**config.mk**
```make
export PLATFORM = sky130hd
export DESIGN_NAME = alsu_result_fifo
export DESIGN_NICKNAME = d
export VERILOG_FILES = /design/src/rtl/alsu_result_fifo.sv
export SDC_FILE = /design/constraint.sdc
export NUM_CORES = 1
export LEC_CHECK = 0
export CAP_MARGIN = 20
export CORE_MARGIN = 2
export CORE_UTILIZATION = 45
export CTS_CLUSTER_SIZE = 24
export DETAILED_ROUTE_END_ITERATION = 7
export DONT_BUFFER_PORTS = 1
export SYNTH_ARGS = -nofsm -noshare
export SYNTH_HDL_FRONTEND = slang
export SYNTH_SLANG_ARGS = --single-unit
```
**constraint.sdc**
```tcl
create_clock -name clk -period 7.37 [get_ports clk]
set_clock_uncertainty 0.15 [all_clocks]
set_input_delay 1.474 -clock clk [delete_from_list [all_inputs] [get_ports clk]]
set_output_delay 1.474 -clock clk [all_outputs]
set_load 0.05 [all_outputs]
```
**src/rtl/alsu_result_fifo.sv**
```systemverilog
// Show-ahead result FIFO behind the ALSU with saturating result/error/drop counters.
// Optional build macro ALSU_RESULT_ERR_FILTER_EN keeps invalid-operation results out of the FIFO.
module alsu_result_fifo #(
  parameter int DEPTH = 8,
  parameter int CNT_W = 8
) (
  input  logic                     clk,
  input  logic                     rst,
  input  logic                     in_valid,
  input  logic [5:0]               alu_out,
  input  logic [15:0]              alu_leds,
  output logic                     out_valid,
  input  logic                     out_ready,
  output logic [5:0]               out_data,
  output logic                     out_err,
  output logic [$clog2(DEPTH):0]   level,
  output logic                     full,
  output logic                     empty,
  output logic [CNT_W-1:0]         res_cnt,
  output logic [CNT_W-1:0]         err_cnt,
  output logic [CNT_W-1:0]         drop_cnt
);

  localparam int PW = $clog2(DEPTH);
  localparam int LW = PW + 1;

  function automatic logic [CNT_W-1:0] sat_inc(input logic [CNT_W-1:0] v);
    return (&v) ? v : v + CNT_W'(1);
  endfunction

  logic [6:0]    mem_r [DEPTH];
  logic [PW-1:0] wr_ptr_r;
  logic [PW-1:0] rd_ptr_r;
  logic [PW-1:0] rd_next_s;
  logic [LW-1:0] level_next_s;
  logic          in_err_s;
  logic          push_s;
  logic          pop_s;
  logic          drop_s;
  logic [6:0]    entry_s;
  logic [6:0]    head_next_s;

  // Handshake decode, next level and next head (forwarding a write into the head slot).
  always_comb begin
    in_err_s     = |alu_leds;
    pop_s        = out_valid && out_ready;
`ifdef ALSU_RESULT_ERR_FILTER_EN
    push_s       = in_valid && !in_err_s && (!full || pop_s);
    drop_s       = in_valid && !in_err_s && full && !pop_s;
    entry_s      = {1'b0, alu_out};
`else
    push_s       = in_valid && (!full || pop_s);
    drop_s       = in_valid && full && !pop_s;
    entry_s      = {in_err_s, alu_out};
`endif
    rd_next_s    = pop_s ? rd_ptr_r + PW'(1) : rd_ptr_r;
    head_next_s  = (push_s && (wr_ptr_r == rd_next_s)) ? entry_s : mem_r[rd_next_s];
    case ({push_s, pop_s})
      2'b10:   level_next_s = level + LW'(1);
      2'b01:   level_next_s = level - LW'(1);
      default: level_next_s = level;
    endcase
  end

  // Storage array; intentionally not cleared by reset.
  always_ff @(posedge clk) begin
    if (rst && push_s) begin
      mem_r[wr_ptr_r] <= entry_s;
    end
  end

  // Pointers, occupancy flags, registered head and statistics.
  always_ff @(posedge clk) begin
    if (!rst) begin
      wr_ptr_r  <= '0;
      rd_ptr_r  <= '0;
      level     <= '0;
      full      <= 1'b0;
      empty     <= 1'b1;
      out_valid <= 1'b0;
      out_data  <= 6'd0;
      out_err   <= 1'b0;
      res_cnt   <= '0;
      err_cnt   <= '0;
      drop_cnt  <= '0;
    end else begin
      if (push_s) begin
        wr_ptr_r <= wr_ptr_r + PW'(1);
        res_cnt  <= sat_inc(res_cnt);
      end
      if (in_valid && in_err_s) begin
        err_cnt <= sat_inc(err_cnt);
      end
      if (drop_s) begin
        drop_cnt <= sat_inc(drop_cnt);
      end
      rd_ptr_r  <= rd_next_s;
      level     <= level_next_s;
      full      <= (level_next_s == LW'(DEPTH));
      empty     <= (level_next_s == LW'(0));
      out_valid <= (level_next_s != LW'(0));
      out_data  <= head_next_s[5:0];
`ifdef ALSU_RESULT_ERR_FILTER_EN
      out_err   <= 1'b0;
`else
      out_err   <= head_next_s[6];
`endif
    end
  end

endmodule

```
==> results of run 1 <==
-- worst min-delay path: stages, from the launching register on --
cell and delay (ps):
dfxtp_1 390, nand2_1 80, a21oi_1 60
-- how the worst min path moves through the flow --
stage	startpoint	end	cells past startpoint
after floorplan	wr_ptr_r[1]	wr_ptr_r[1]	2
after detailed placement	wr_ptr_r[1]	wr_ptr_r[1]	2
after CTS	wr_ptr_r[1]	wr_ptr_r[1]	2
final	wr_ptr_r[1]	wr_ptr_r[1]	2
after global routing	wr_ptr_r[1]	wr_ptr_r[1]	2
after global placement	wr_ptr_r[1]	wr_ptr_r[1]	2
-- where the power goes --
group	switching (mW)	internal, mW
Sequential	0.110	0.618
Combinational	0.0825	0.0780
Clock	0.200	0.130
Total	0.393	0.826
-- sequential cells by signal (all words and copies together), names as in the netlist --
register   flops
full           1
rd_ptr_r       3
out_data       6
empty          1
out_valid      1
wr_ptr_r       3
res_cnt        8
mem_r         56
drop_cnt       8
err_cnt        8
out_err        1
level          4
-- final cells by class --
type	count	area (um^2)	share of cell area [%]
clock buffers	10	128	2.74
well taps	129	161	3.47
flip-flops and latches	100	2560	55.0
multi-input cells	221	1670	35.9
clock inverters	6	55.1	1.18
inverters	9	33.8	0.726
repair buffers	6	42.5	0.914
-- cells by family after synthesis --
kind of cell	count (synthesis)
AOI/OAI and AO/OA	39
muxes	36
DFF	100
adders and majority gates	8
buffers and inverters	22
xor gates and xnor gates	29
and+or+nand+nor	109
-- metal layers --
metal | routed length (um) | GRT usage, % | vias up
met5 | 0 | 0 | -
met4 | 103 | 5.95 | 0
met3 | 526 | 4.14 | 13
met2 | 3960 | 27.0 | 87
met1 | 3940 | 23.6 | 1256
li1 | - | - | 1279
-- metrics by stage --
step / std cells / total power [mW]
floorplan: 343 / 0.876
global placement: 463 / 0.898
detailed placement: 465 / 0.904
CTS: 481 / 1.23
global route: 481 / 1.27
finish: 481 / 1.22
-- layout by cell type (no fill, tap or decap), types with 10 or more instances in the layout --
| master | instances |
|---|---|
| edfxtp_1 | 56 |
| dfxtp_1 | 44 |
| nor2_1 | 35 |
| mux2i_1 | 29 |
| xnor2_1 | 14 |
| nand2_1 | 13 |
| xor2_1 | 13 |
| a21oi_1 | 12 |
| nor3_1 | 10 |
==> impl_metrics.ini, run 1 <==
[worst_setup_path]
worst-path-stages = 9
rr_startpoint = out_valid
crit_family = simple AND/OR/NAND/NOR gates
r2r_slack_ps = 4350
reg2reg_depth = 10
worstPathArrival_ps = 3350
start_kind = input pin
worst-path-buf-inv = 0
critPathMaxStageDelay_ps = 360
crit_fanout = 8
worstSetupStartpoint = out_ready
crit_chain = and2_1, ha_1, xor2_1, ha_1, a21oi_1, xor2_1, nor2_1, xnor2_1, and4b_1
critPathRequiredTime_ps = 7520
endpoint = full
critPathSlowestCell = and2_1
r2r_end = full
end_kind = flip-flop
critPathKind = input pin to flip-flop

[logic_synthesis]
synth_edf_count = 56
yosysUniqueCellTypes = 51
ys_top_cells_by_area = edfxtp_1 38%, dfxtp_1 20%, mux2i_1 6.6%
synthXorXnorAreaFrac_pct = 6.55
synth_area_leader_cell = edfxtp_1
synth_area_um2 = 4370
syn_area_per_cell_um2 = 12.7
synthArstFlopShare_pct = 0
synth-seq-cells = 100
synth_compound_area_share_pct = 5.95
synth-seq-area-share_pct = 58.6
syn_nets = 377
synthMuxAreaShare_pct = 10.6
yosys.area.top_type_share_pct = 38.5
synth_top_family_by_area = simple AND/OR/NAND/NOR gates
netlist_top_cells_count = 56 x edfxtp_1, 44 x dfxtp_1, 35 x nor2_1, 29 x mux2i_1, 14 x xnor2_1
yosysWarnings = 0
synthSimpleGateAreaFrac_pct = 12.8
yosys.area_share.adder_pct = 2.29
post-synth-top-count-cell = edfxtp_1
yosys_most_used_dff = edfxtp_1
syn_inst = 343

[grt]
antenna_found_initial = 0
track_usage_pct = 17.2
overflow = 0
grt_max_degree = 36
first_global_vias = 2614
grt_pass1_wl_mm = 13.6

[cts]
clockBufferDepth = 2
cts-root-buf = clkbuf_8
cts_setup_buffers = 0
cts.sinks = 100
cts.clk_slew.worst_paths_ps = 90
clk_latency_ps = 360
numCtsBuffers = 9
cts_resized = 0
cts_hold_buffers = 0
cts_tree = yes
cts-htree-levels = 3

[power]
ir_worst_vdd_mv = 0.105
leakagePower_nw = 1.72
power.density_nw_per_um2 = 262

[timing]
fmax_mhz = 312
fin_tns_setup_ps = 0
timing.final.crit_share_pct = 43.5
hold_ws_ps = 420
period_minus_slack_ps = 3200
worst_pin_slew_ps = 1060
hold_viol = 0
slew_viol_final = 0
timing.final.ws_setup_ps = 4170
max-slew-margin-rel_pct = 29.4
setup_viol = 0
rsz0062_at_grt = false

[floorplan]
core_um2 = 9330
die_h_um = 103
io_pins = 64
die_w_um = 103
die_area_um2 = 10500
num_rows = 35
start_util_pct = 46.9

[outcome]
outcome = finished clean

[detailed_routing]
drt_iter0_drc = 98
dr.pass1.iters = 5
drt-total-wl_mm = 8.53
route.vias.total = 2635
drt_drc_violations_left = 0
vias_per_cell = 5.48
final_antenna_net_count = 0
wl_per_cell_um = 17.7

[place]
dpl_cell_area_um2 = 4470
routabilityCongestion = 0.726
pre_cts_ws_ps = 3840
io_buffers = 0
dp_hpwl_mm = 5.85

[finish]
utilization_pct = 49.9
nNetsFinal = 381
nFillCells = 850
area_growth_syn_to_layout_pct = 6.47
drive_above_1_share_pct = 8.52
antennaDiodeCount = 0
fin_area_um2 = 4660

[worst_hold_path]
min_path_type = flip-flop to flip-flop

[job]
maxCapViolations = 0
(Power assumes the default switching activity.)
==> inputs of run 2 (changes only) <==
clock period = 3.2 ns   (was 7.37 ns; I/O delays follow)
==> impl_metrics.ini, run 2 (synthesized netlist as in run 1, its figures left out) <==
[finish]
antennaDiodeCount = 0
regMostFlops = mem_r
drive_above_1_share_pct = 12.9
regArea_um2 = 2560
area_growth_syn_to_layout_pct = 9.67
layout.cells.most_common = edfxtp_1
nNetsFinal = 400
largest_reg_flops = 56
mostFrequentLayoutCells = 56 x edfxtp_1, 44 x dfxtp_1, 35 x nor2_1
multi_input_area_um2 = 1670
nFillCells = 841

[grt]
overflow = 0
grt_max_degree = 36
met2_usage_pct = 27.9
gr-usage-met1_pct = 22.4
grt_pass1_wl_mm = 13.4
first_global_vias = 2558
track_usage_pct = 17.2
antenna_found_initial = 0
met3_usage_pct = 4.47
grt.busiest_layer = met2

[timing]
timing.final.crit_share_pct = 81.3
fin_tns_setup_ps = 0
period_minus_slack_ps = 2600
timing.final.ws_setup_ps = 597
setup_viol = 0
hold_viol = 0
hold_ws_ps = 220
max-slew-margin-rel_pct = 55.6
worst_pin_slew_ps = 665
rsz0062_at_grt = false
fmax_mhz = 384
slew_viol_final = 0

[detailed_routing]
vias_per_cell = 5.32
wl_per_cell_um = 17.1
drt_drc_violations_left = 0
dr.pass1.iters = 4
drt-total-wl_mm = 8.54
final_antenna_net_count = 0
drt_iter0_drc = 76
route.vias.total = 2661

[cts]
cts-htree-levels = 3
numCtsBuffers = 9
cts_resized = 0
cts_hold_buffers = 0
cts_setup_buffers = 0
cts.sinks = 100
cts_tree = yes
cts-root-buf = clkbuf_8
clk_latency_ps = 350
clockBufferDepth = 2
cts.clk_slew.worst_paths_ps = 110

[outcome]
outcome = finished clean

[worst_setup_path]
critPathKind = flip-flop to flip-flop
r2r_end = full
crit_family = XOR/XNOR gates
end_kind = flip-flop
crit_fanout = 9
critPathRequiredTime_ps = 3350
worst-path-buf-inv = 0
reg2reg_depth = 10
r2r_slack_ps = 600
start_kind = flip-flop
crit_chain = a21bo_2, nand2_1, ha_1, xor2_1, ha_1, a21oi_1, xor2_1, nor2_1, xnor2_1, and4b_1
rr_startpoint = out_valid
worstPathArrival_ps = 2760
critPathMaxStageDelay_ps = 500
critPathSlowestCell = dfxtp_1

[floorplan]
die_area_um2 = 10500
die_h_um = 103
core_um2 = 9330
num_rows = 35
die_w_um = 103
io_pins = 64
start_util_pct = 46.9

[place]
dp_hpwl_mm = 5.72
routabilityCongestion = 0.751
io_buffers = 0
pre_cts_ws_ps = 552

[worst_hold_path]
min_from = alu_out[5]
hold_path_depth = 0
hold-path-endpoint = mem_r[4][5]
min_path_type = input pin to flip-flop

[power]
p_total_mw = 2.83
ir_worst_vdd_mv = 0.238
leakagePower_nw = 1.82
power.density_nw_per_um2 = 590

[job]
maxCapViolations = 0
==> run 2: cell types whose count changed in the layout (fill, tap and decap cells not counted), sizes merged <==
cell / previous run / this run
clkinv: 2 / 6
buf: 6 / 25
clkbuf: 10 / 9
clkinvlp: 2 / 0
inv: 11 / 10
==> run 2: per-stage QoR <==
| stage | utilization, % | std cells | area (um^2) |
|---|---|---|---|
| after floorplan | - | 343 | 4370 |
| after global placement | 49.5 | 484 | 4610 |
| after detailed placement | 49.5 | 484 | 4610 |
| after CTS | 51.4 | 500 | 4800 |
| after global routing | 51.4 | 500 | 4800 |
| final | 51.4 | 500 | 4800 |
==> run 2: worst max path at each step <==
| stage | startpoint | to | slack (ps) | cells past startpoint |
|---|---|---|---|---|
| finish | out_valid | full | 600 | 10 |
| global route | out_valid | full | 390 | 10 |
| CTS | rd_ptr_r[0] | out_err | 600 | 6 |
| detailed placement | out_ready | full | 550 | 10 |
| global placement | out_ready | full | 580 | 10 |
| floorplan | out_valid | full | 460 | 10 |
==> run 2: layer usage <==
layer	vias to the layer above	share of wire [%]
met1	1255	46
met2	78	47
met5	-	0
li1	1319	-
met3	9	5.8
met4	0	1.4
==> run 2: where the power goes <==
| part | internal [mW] | leakage (nW) | switching (mW) |
|---|---|---|---|
| sequential | 1.42 | 0.873 | 0.198 |
| combinational | 0.206 | 0.854 | 0.248 |
| clock | 0.294 | 0.0933 | 0.458 |
| total | 1.92 | 1.82 | 0.904 |
==> run 2: layout make-up <==
type,count,area share [%]
flip-flops and latches,100,53.4
multi-input cells,221,34.8
repair buffers,25,3.91
well taps,129,3.37
clock buffers,9,2.58
clock inverters,7,1.23
inverters,9,0.704
==> run 2: worst register-to-register path: stages, from the launching register on <==
cell and delay, ps:
dfxtp_1 500, a21bo_2 250, nand2_1 130, ha_1 280
xor2_1 180, ha_1 180, a21oi_1 140, xor2_1 170
nor2_1 70, xnor2_1 280, and4b_1 220
